--- src/rtl/divider_pkg.sv ---
// Shared types and sizing for the sequential 8-bit divider.
// Holds the FSM state encodings and the datapath/iteration widths.
package divider_pkg;

   localparam int DATA_W = 8;
   localparam int ITER   = 8;
   localparam int CNT_W  = $clog2(ITER);

   localparam logic [CNT_W-1:0] CNT_LAST = CNT_W'(ITER - 1);

   typedef enum logic [1:0] {
      IDLE = 2'd0,
      CALC = 2'd1,
      DONE = 2'd2
   } state_t;

endpackage : divider_pkg

--- src/rtl/subtractor_8bit.sv ---
// Unsigned 8-bit subtractor used as the trial-subtraction datapath.
// d = a - b modulo 2^8; bout is set when b > a.
module subtractor_8bit
   import divider_pkg::*;
(
   input  logic [DATA_W-1:0] a,
   input  logic [DATA_W-1:0] b,
   output logic [DATA_W-1:0] d,
   output logic              bout
);

   assign {bout, d} = {1'b0, a} - {1'b0, b};

endmodule : subtractor_8bit

--- src/rtl/divider_seq_8bit.sv ---
// Sequential 8-bit unsigned restoring divider, one quotient bit per clock.
// Defining DIV_ZERO_FLAG_EN adds the dz output and a one-cycle divide-by-zero path.
module divider_seq_8bit
   import divider_pkg::*;
(
   input  logic              clk,
   input  logic              rst_n,
   input  logic              start,
   input  logic [DATA_W-1:0] a,
   input  logic [DATA_W-1:0] b,
   output logic [DATA_W-1:0] q,
   output logic [DATA_W-1:0] r,
   output logic              busy,
`ifdef DIV_ZERO_FLAG_EN
   output logic              done,
   output logic              dz
`else
   output logic              done
`endif
);

   state_t            state;
   state_t            state_next;

   logic [DATA_W-1:0] quo;
   logic [DATA_W-1:0] rem;
   logic [DATA_W-1:0] divisor;
   logic [CNT_W-1:0]  cnt;

   logic [DATA_W:0]   partial;
   logic [DATA_W-1:0] diff;
   logic              borrow;
   logic              success;
   logic [DATA_W-1:0] rem_next;
   logic [DATA_W-1:0] quo_next;

   logic              accept;
   logic              iter_en;
   logic              last_iter;

`ifdef DIV_ZERO_FLAG_EN
   logic              fast_go;
   logic              fast_pend;
   logic              fast_fire;
`endif

   // Partial remainder gains the next dividend bit, shifted out of the quotient register.
   assign partial = {rem, quo[DATA_W-1]};

   subtractor_8bit u_sub (
      .a    (partial[DATA_W-1:0]),
      .b    (divisor),
      .d    (diff),
      .bout (borrow)
   );

   always_comb begin
      success  = partial[DATA_W] | ~borrow;
      rem_next = success ? diff : partial[DATA_W-1:0];
      quo_next = {quo[DATA_W-2:0], success};
   end

   // NOTE: state registers use non-blocking assignments so every flop samples pre-edge values.
   always_ff @(posedge clk or negedge rst_n) begin
      if (!rst_n) state <= IDLE;
      else        state <= state_next;
   end

   // NOTE: every output of this block is defaulted first so no path infers a latch.
   always_comb begin
      state_next = state;
      accept     = 1'b0;
      iter_en    = 1'b0;
      last_iter  = 1'b0;
`ifdef DIV_ZERO_FLAG_EN
      fast_go    = 1'b0;
      fast_fire  = 1'b0;
`endif
      case (state)
         IDLE: begin
            if (start) begin
               accept = 1'b1;
`ifdef DIV_ZERO_FLAG_EN
               if (b == '0) begin
                  fast_go    = 1'b1;
                  state_next = DONE;
               end else begin
                  state_next = CALC;
               end
`else
               state_next = CALC;
`endif
            end
         end
         CALC: begin
            iter_en = 1'b1;
            if (cnt == CNT_LAST) begin
               last_iter  = 1'b1;
               state_next = DONE;
            end
         end
         DONE: begin
`ifdef DIV_ZERO_FLAG_EN
            fast_fire  = fast_pend;
`endif
            state_next = IDLE;
         end
         default: state_next = IDLE;
      endcase
   end

   // NOTE: datapath registers are reset as well, so an aborted division leaves nothing behind.
   always_ff @(posedge clk or negedge rst_n) begin
      if (!rst_n) begin
         quo       <= '0;
         rem       <= '0;
         divisor   <= '0;
         cnt       <= '0;
         q         <= '0;
         r         <= '0;
         busy      <= 1'b0;
         done      <= 1'b0;
`ifdef DIV_ZERO_FLAG_EN
         dz        <= 1'b0;
         fast_pend <= 1'b0;
`endif
      end else begin
         done <= 1'b0;
         if (accept) begin
            divisor   <= b;
            quo       <= a;
            rem       <= '0;
            cnt       <= '0;
            busy      <= 1'b1;
`ifdef DIV_ZERO_FLAG_EN
            dz        <= 1'b0;
            fast_pend <= fast_go;
`endif
         end else if (iter_en) begin
            quo <= quo_next;
            rem <= rem_next;
            cnt <= cnt + CNT_W'(1);
            if (last_iter) begin
               q    <= quo_next;
               r    <= rem_next;
               busy <= 1'b0;
               done <= 1'b1;
            end
`ifdef DIV_ZERO_FLAG_EN
         end else if (fast_fire) begin
            // quo still holds the dividend latched at start.
            q         <= '1;
            r         <= quo;
            dz        <= 1'b1;
            busy      <= 1'b0;
            done      <= 1'b1;
            fast_pend <= 1'b0;
`endif
         end
      end
   end

endmodule : divider_seq_8bit

--- config.mk ---
export PLATFORM = sky130hd
export DESIGN_NAME = divider_seq_8bit
export DESIGN_NICKNAME = d
export VERILOG_FILES = /design/src/rtl/divider_pkg.sv /design/src/rtl/subtractor_8bit.sv /design/src/rtl/divider_seq_8bit.sv
export SDC_FILE = /design/constraint.sdc
export NUM_CORES = 1
export LEC_CHECK = 0
export ABC_AREA = 1
export CORE_UTILIZATION = 30
export CTS_CLUSTER_DIAMETER = 150
export DETAILED_ROUTE_END_ITERATION = 10
export GPL_TIMING_DRIVEN = 0
export SLEW_MARGIN = 20
export SYNTH_ARGS = -nofsm -noshare
export SYNTH_HDL_FRONTEND = slang
export SYNTH_HIERARCHICAL = 1
export SYNTH_SLANG_ARGS = --single-unit
--- constraint.sdc ---
create_clock -name clk -period 3.8 [get_ports clk]
set_clock_uncertainty 0.05 [all_clocks]
set_input_delay 0.38 -clock clk [delete_from_list [all_inputs] [get_ports clk]]
set_output_delay 0.38 -clock clk [all_outputs]
set_load 0.05 [all_outputs]
Word-level counts from Yosys, hierarchy flattened
Cells that the tools add are included.
Widths: inputs -> output; s select.
{ "word_totals": {"reg_bits": 47, "input_bits": 19, "elab_cells": 45} }
{ "classes": {"add_sub_neg": 2, "eq_ne": 4, "muxes": 21, "bitwise_logic": 3, "n_reduce_logical": 6} }
{ "op_table": {"columns": ["operator", "count"], "rows": [
  ["$mux 8", 5],
  ["$mux 1", 11],
  ["$sub 8x8->9", 1],
  ["$mux 3", 2],
  ["$mux 2", 2],
  ["$ne 2x2->1 const B", 2],
  ["$pmux 2 s2", 1],
  ["$reduce_and 2->1", 2],
  ["$reduce_bool 2->1", 2],
  ["$add 3x1->3 const B", 1],
  ["$eq 3x3->1 const B", 1],
  ["$reduce_and 3->1", 1],
  ["$eq 2x1->1 const B", 1],
  ["$logic_not 2->1", 1],
  ["$not 1->1", 2],
  ["$or 1x1->1", 1]
]} }

Longest topological paths before layout
Gate-level depths: netlist of run 1.
{ "logic_depth": {"depth_word": 6, "ltp_mapped": 13} }

Hierarchy
Netlist of run 1, hierarchy kept.
{ "by_module_without_submodules": {"columns": ["module", "n_inst", "cells_each", "area_each_um2", "seq_area_each_um2"], "rows": [
  ["divider_seq_8bit", 1, 243, 2080.7, 1176.1],
  ["subtractor_8bit", 1, 77, 411.6, 0.0]
]} }

Worst setup path before layout of run 1
Ideal clock, no wire load.
{ "synth_timing": {"path_type": "flip-flop to flip-flop", "start": "reg quo[7]", "end": "reg r[0]", "arrival_ps": 1873, "setup_slack_ps": 1759, "path_stages_with_launch": 13, "period_less_slack_ps": 2041, "path_cell_list": "dfrtp_1 inv_1 ha_1 fa_1 nor2_1 o21ai_1 nor2_1 nor2_1 clkbuf_1 nand2_2 nand2_1 nand3_1 nand2_1"} }
{ "synth_via": {"elab_chain_len": 4} }
{ "synth_rtl": {"columns": ["item", "line", "text"], "rows": [
  ["start: declaration", "divider_seq_8bit.sv:25", "logic [DATA_W-1:0] quo;"],
  ["start signal: assignment", "divider_seq_8bit.sv:140", "quo <= quo_next;"],
  ["$sub 8x8->9", "subtractor_8bit.sv:12", "assign {bout, d} = {1'b0, a} - {1'b0, b};"],
  ["named net borrow", "divider_seq_8bit.sv:32", "logic borrow;"],
  ["$not 1->1", "divider_seq_8bit.sv:58", "success = partial[DATA_W] | ~borrow;"],
  ["$or 1x1->1", "divider_seq_8bit.sv:58", null],
  ["$mux 8", "divider_seq_8bit.sv:59", "rem_next = success ? diff : partial[DATA_W-1:0];"],
  ["end signal: assignment", "divider_seq_8bit.sv:145", "r <= rem_next;"],
  ["end: declaration", "divider_seq_8bit.sv:12", "output logic [DATA_W-1:0] r,"]
]} }
The timed path passes the listed nets, and every way through them passes these cells.
A chain may end at the register's enable or synchronous reset.

Final worst setup path of run 1
Ends and elaborated chain as after synthesis.

==> flow_summary.ini, run 1 <==
[timing]
slew_violations = 0
holdWs_ns = 0.0145
period_share = 0.615
tightest_slew_ns = 0.573
finalHoldViolations = 0
finalCriticalPeriod_ns = 2.34
rsz0062_at_grt = no
max_slew_margin = 0.618
setup_tns_ns = 0
fmax_mhz = 428
setup_viol = 0

[place]
dp_hpwl_mm = 4.15
gp_congestion = 0.766
io_buffers = 35

[route]
vias = 2092
totalWireLength_mm = 5.48
first_pass_iters = 4
wl_per_cell_um = 11.8
drc = 0
viasPerCell = 4.49
drt_iter0_markers = 101
ant_nets = 0

[final_layout]
syn2layout_area_growth_pct = 24.6
antenna_cells = 0
layout-drive-gt1-share = 0.0769
nNetsFinal = 393

[cts]
postCtsResizedCells = 0
cts_tree = yes
cts_buffers = 5
cts.path.max_buffers = 2
hold_buffers = 0
cts-root-buf = clkbuf_8
clk_pin_slew_worst_paths_ns = 0.09
clock_sinks = 47
postCtsSetupBuffers = 0
insertion_delay_ns = 0.30
htree_levels = 2

[critical_path]
slowest_delay_ns = 0.42
crit_path_top_delay_cell = fa_1
criticalPathCategory = reg -> reg
crit_path_frequent_cell = nor2_1
path_delay_family = simple AND/OR/NAND/NOR gates
crit_buf_inv = 2
crit_arrival_ns = 2.49
start_kind = flop
cp-end-kind = flop
cp_cell_sequence = inv_1 -> ha_1 -> fa_1 -> nor2_1 -> o21ai_1 -> nor2_1 -> nor2_1 -> clkbuf_1 -> nand2_2 -> nand2_1 -> nand3_1 -> nand2_1
cp_max_fo = 10
worst_ep_required_time_ns = 3.95

[logic_synthesis]
synth_area_mm2 = 0.00249
synth_warnings = 6
synth_cells = 320
ys_seq_area_frac = 0.472
syn_area_per_cell_um2 = 7.79
ys_types = 24
syn-num-nets = 350
ys_seq_elements = 47

[status]
status = complete, no violations

[min_path]
hp-class = in -> async

[floorplanning]
fp.dieW_um = 93.2
core_mm2 = 0.00789
die_y_um = 93.2
start_util = 0.316
io_pins = 37
rows = 32
die_area_mm2 = 0.00868

[grt]
grt_pass1_wl_mm = 9.60
grt_pass1_vias = 2074
grt_overflow = 0
grt_max_degree = 26
track_usage = 0.140
antenna_found_initial = 0

[run]
drv_cap = 0
## logic make-up (layout without fill, tap and decap cells)
group	after synthesis	count (layout)	share of synthesized area
and+or+nand+nor	200	200	0.349
buffers and inverters	51	95	0.0899
DFF	47	47	0.472
adders and majority gates	11	11	0.0582
AOI/OAI and AO/OA	8	8	0.0206
xor gates and xnor gates	3	3	0.0105
## Yosys cell counts, drive strengths merged
library cell	instances	area, um2
nand2	135	532
nand3	52	260
dfrtp	47	1180
inv	41	159
ha	10	125
nor2	10	56.3
buf	8	57.6
o21ai	5	36.3
a21oi	3	15.0
xnor2	3	26.3
nand3b	2	15.0
clkbuf	1	3.75
clkinv	1	3.75
fa	1	20.0
or2	1	6.26
## registers in the layout, summed over array words and instances (netlist names)
| signal | flops |
|---|---|
| busy | 1 |
| cnt | 3 |
| divisor | 8 |
| done | 1 |
| q | 8 |
| quo | 8 |
| r | 8 |
| rem | 8 |
| state | 2 |
## layout make-up
class | instances | area, um2
fill | 826 | 4780
sequential | 47 | 1180
multi-input combinational | 222 | 1090
timing repair buffer | 36 | 365
inverter | 42 | 163
tap | 102 | 128
clock buffer | 6 | 82.6
buffer | 9 | 61.3
clock inverter | 2 | 38.8
## through the flow
stage | instances | worst slack [ns] | area [um2] | utilization
5_1_grt | 466 | 1.21 | 3110 | 0.394
3_3_place_gp | 457 | 0.919 | 2970 | 0.377
2_1_floorplan | 320 | 1.76 | 2490 | -
6_report | 466 | 1.46 | 3110 | 0.394
4_1_cts | 466 | 1.46 | 3110 | 0.394
3_5_place_dp | 458 | 1.46 | 2990 | 0.378
## path summary, 6_finish.rpt
kind                         endpoint       start  slack (ns)  cells after the start
max reg2reg                      r[0]      quo[7]        1.46                     12
max                              r[0]      quo[7]        1.46                     12
min                              done       rst_n        0.01                      1
max in group asynchronous        r[7]       rst_n        3.16                      2
min in group clk               quo[0]       start        0.39                      3
min reg2reg                divisor[3]  divisor[3]        0.43                      2
## layout by cell type, fill, tap and decap left out
master           netlist  layout
buf_4                  2       2
inv_6                  1       2
nor2_2                 1       1
o21ai_0                3       3
clkbuf_1               1       1
nand3_1               52      52
nand3b_1               2       2
inv_1                 40      40
fa_1                   1       1
dfrtp_1               47      47
nor2_1                 8       8
buf_2                  4       5
o21ai_4                1       1
or2_1                  1       1
nand2_1              129     129
o21ai_1                1       1
bufinv_16              0       1
ha_1                  10      10
clkinv_1               1       1
buf_12                 0       1
clkbuf_8               0       6
a21oi_1                3       3
nand2_4                2       2
clkdlybuf4s50_1        0      34
nor2_8                 1       1
xnor2_1                3       3
nand2_2                4       4
buf_6                  2       2
## layer usage
| metal | share of wire | GRT usage |
|---|---|---|
| met1 | 0.48 | 0.197 |
| met2 | 0.46 | 0.224 |
| met3 | 0.043 | 0.0179 |
| met4 | 0.015 | 0.0423 |
| met5 | 0 | 0 |
Power of run 1 is not shown: default switching activity piles up to over one toggle a cycle in this logic, so the estimate is an artifact.
==> inputs of run 2 (changes only) <==
- clock period: 3.8 -> 1.9 ns (I/O delays scaled with it)
==> run 2 against run 1 <==
The run now ends with negative setup slack left. Critical path depth is 2 lower. Cell area rose by 7.8%. Die area unchanged. Count of clock-buffer cells in the layout grew 1. Global-route usage increased by 0.16 points. Maximum frequency rose by 22%.
==> flow_summary.ini, run 2 (synthesized netlist as in run 1, its figures left out) <==
[critical_path]
start_kind = flop
criticalPathCategory = reg -> reg
r2r_slack_ns = -0.02
timing.rr.end = r[2]
crit_path_end = r[2]
r2r_start = divisor[0]
cp_max_fo = 5
worst_ep_required_time_ns = 2.06
cp-end-kind = flop
crit_start = divisor[0]
crit_arrival_ns = 2.08
reg2reg_depth = 10

[grt]
grt_overflow = 0
grt_pass1_vias = 2026
grt_max_degree = 30
grt_pass1_wl_mm = 9.60
antenna_found_initial = 0
track_usage = 0.142

[place]
dp_hpwl_mm = 4.12
gp_congestion = 0.784
io_buffers = 35
dp_slack_ns = -0.243

[cts]
clk_pin_slew_worst_paths_ns = 0.09
cts_tree = yes
cts-root-buf = clkbuf_8
htree_levels = 2
clock_sinks = 47
cts.path.max_buffers = 2
insertion_delay_ns = 0.30
cts_buffers = 5

[min_path]
whs_path_depth = 3
hp-class = in -> reg

[route]
wl_met2_mm = 2.69
wl_per_cell_um = 12.3
first_pass_iters = 4
totalWireLength_mm = 5.86
drt_iter0_markers = 83
viasPerCell = 4.52
wl_met3_um = 158
vias = 2148
topRoutingLayerUsed = met4
ant_nets = 0
drc = 0
drt-met1-wl_mm = 2.89

[timing]
fin_ws_ns = -0.0235
setup_viol = 6
rsz0062_at_grt = yes
finalHoldViolations = 0
fmax_mhz = 520
finalCriticalPeriod_ns = 1.92
setup_tns_ns = -0.0769
period_share = 1.01
tightest_slew_ns = 0.502
slew_violations = 0
max_slew_margin = 0.664

[final_layout]
multi_input_area_mm2 = 0.00129
nFillCells = 826
nNetsFinal = 402
layout-drive-gt1-share = 0.188
syn2layout_area_growth_pct = 34.4
antenna_cells = 0
seqCellArea_mm2 = 0.00118
layout_commonest_cell = nand2_1
final_cell_mix = nand2_1 (118), dfrtp_1 (46), nand3_1 (42)

[floorplanning]
core_mm2 = 0.00789
rows = 32
fp.dieW_um = 93.2
io_pins = 37
start_util = 0.316
die_y_um = 93.2
die_area_mm2 = 0.00868

[status]
violations = negative setup slack
status = finished with violations

[run]
drv_cap = 0
run 2: cell types whose count changed in the layout (fill, tap and decap cells not counted), moves of 2 or more:
cell | before | now
nand3_1 | 52 | 42
nand3_2 | 0 | 10
ha_4 | 0 | 3
buf_6 | 2 | 4
buf_4 | 2 | 7
nor2_1 | 8 | 5
nand2_4 | 2 | 6
nand2_2 | 4 | 12
ha_1 | 10 | 5
nor2_4 | 0 | 4
nand2_1 | 129 | 118
ha_2 | 0 | 2
run 2: how the worst min path moves through the flow:
stage	endpoint	start	slack [ns]
floorplan	busy	rst_n	-0.16
global placement	divisor[4]	divisor[4]	0.41
detailed placement	done	rst_n	0.12
CTS	quo[1]	start	0.20
global route	quo[0]	start	0.24
finish	quo[2]	start	0.21
run 2: final cells by class:
cell class,instances,area share
well taps,102,0.0381
flip-flops and latches,47,0.352
clock inverters,1,0.00261
repair buffers,44,0.130
clock buffers,7,0.0258
plain buffers,8,0.0172
multi-input cells,224,0.386
inverters,42,0.0486
run 2: worst max-delay path, cell delays in order, from the launching register on:
cell     delay [ns]
dfrtp_1        0.39
ha_2           0.19
fa_2           0.37
nor2_4         0.14
o21ai_4        0.09
nor2_4         0.13
nor2_4         0.09
nand2_4        0.13
nand2_1        0.11
nand3_2        0.09
nand2_1        0.05
run 2: per-layer routing:
| layer | GRT usage | vias to the layer above |
|---|---|---|
| li1 | - | 1094 |
| met1 | 0.201 | 1000 |
| met2 | 0.215 | 42 |
| met3 | 0.0244 | 12 |
| met4 | 0.0538 | 0 |
| met5 | 0 | - |
run 2: repair_timing:
action / in CTS / in global routing
setup buffers: 3 / 4
hold buffers: 1 / 0
resized for setup: 26 / 18
pin swaps: 7 / 6
cloned: 2 / 0
hold endpoints to repair: 18 / 0
endpoints found under the setup margin: 18 / 18
run 2: stage by stage:
step,instance area (um2),utilization,cells,hold slack (ns)
after floorplan,2500,-,320,-0.156
after global placement,2980,0.378,457,0.405
after detailed placement,2990,0.380,458,0.117
after CTS,3240,0.411,471,0.201
after global routing,3350,0.425,475,0.239
final,3350,0.425,475,0.213
Power of run 2 is left out for the same reason.
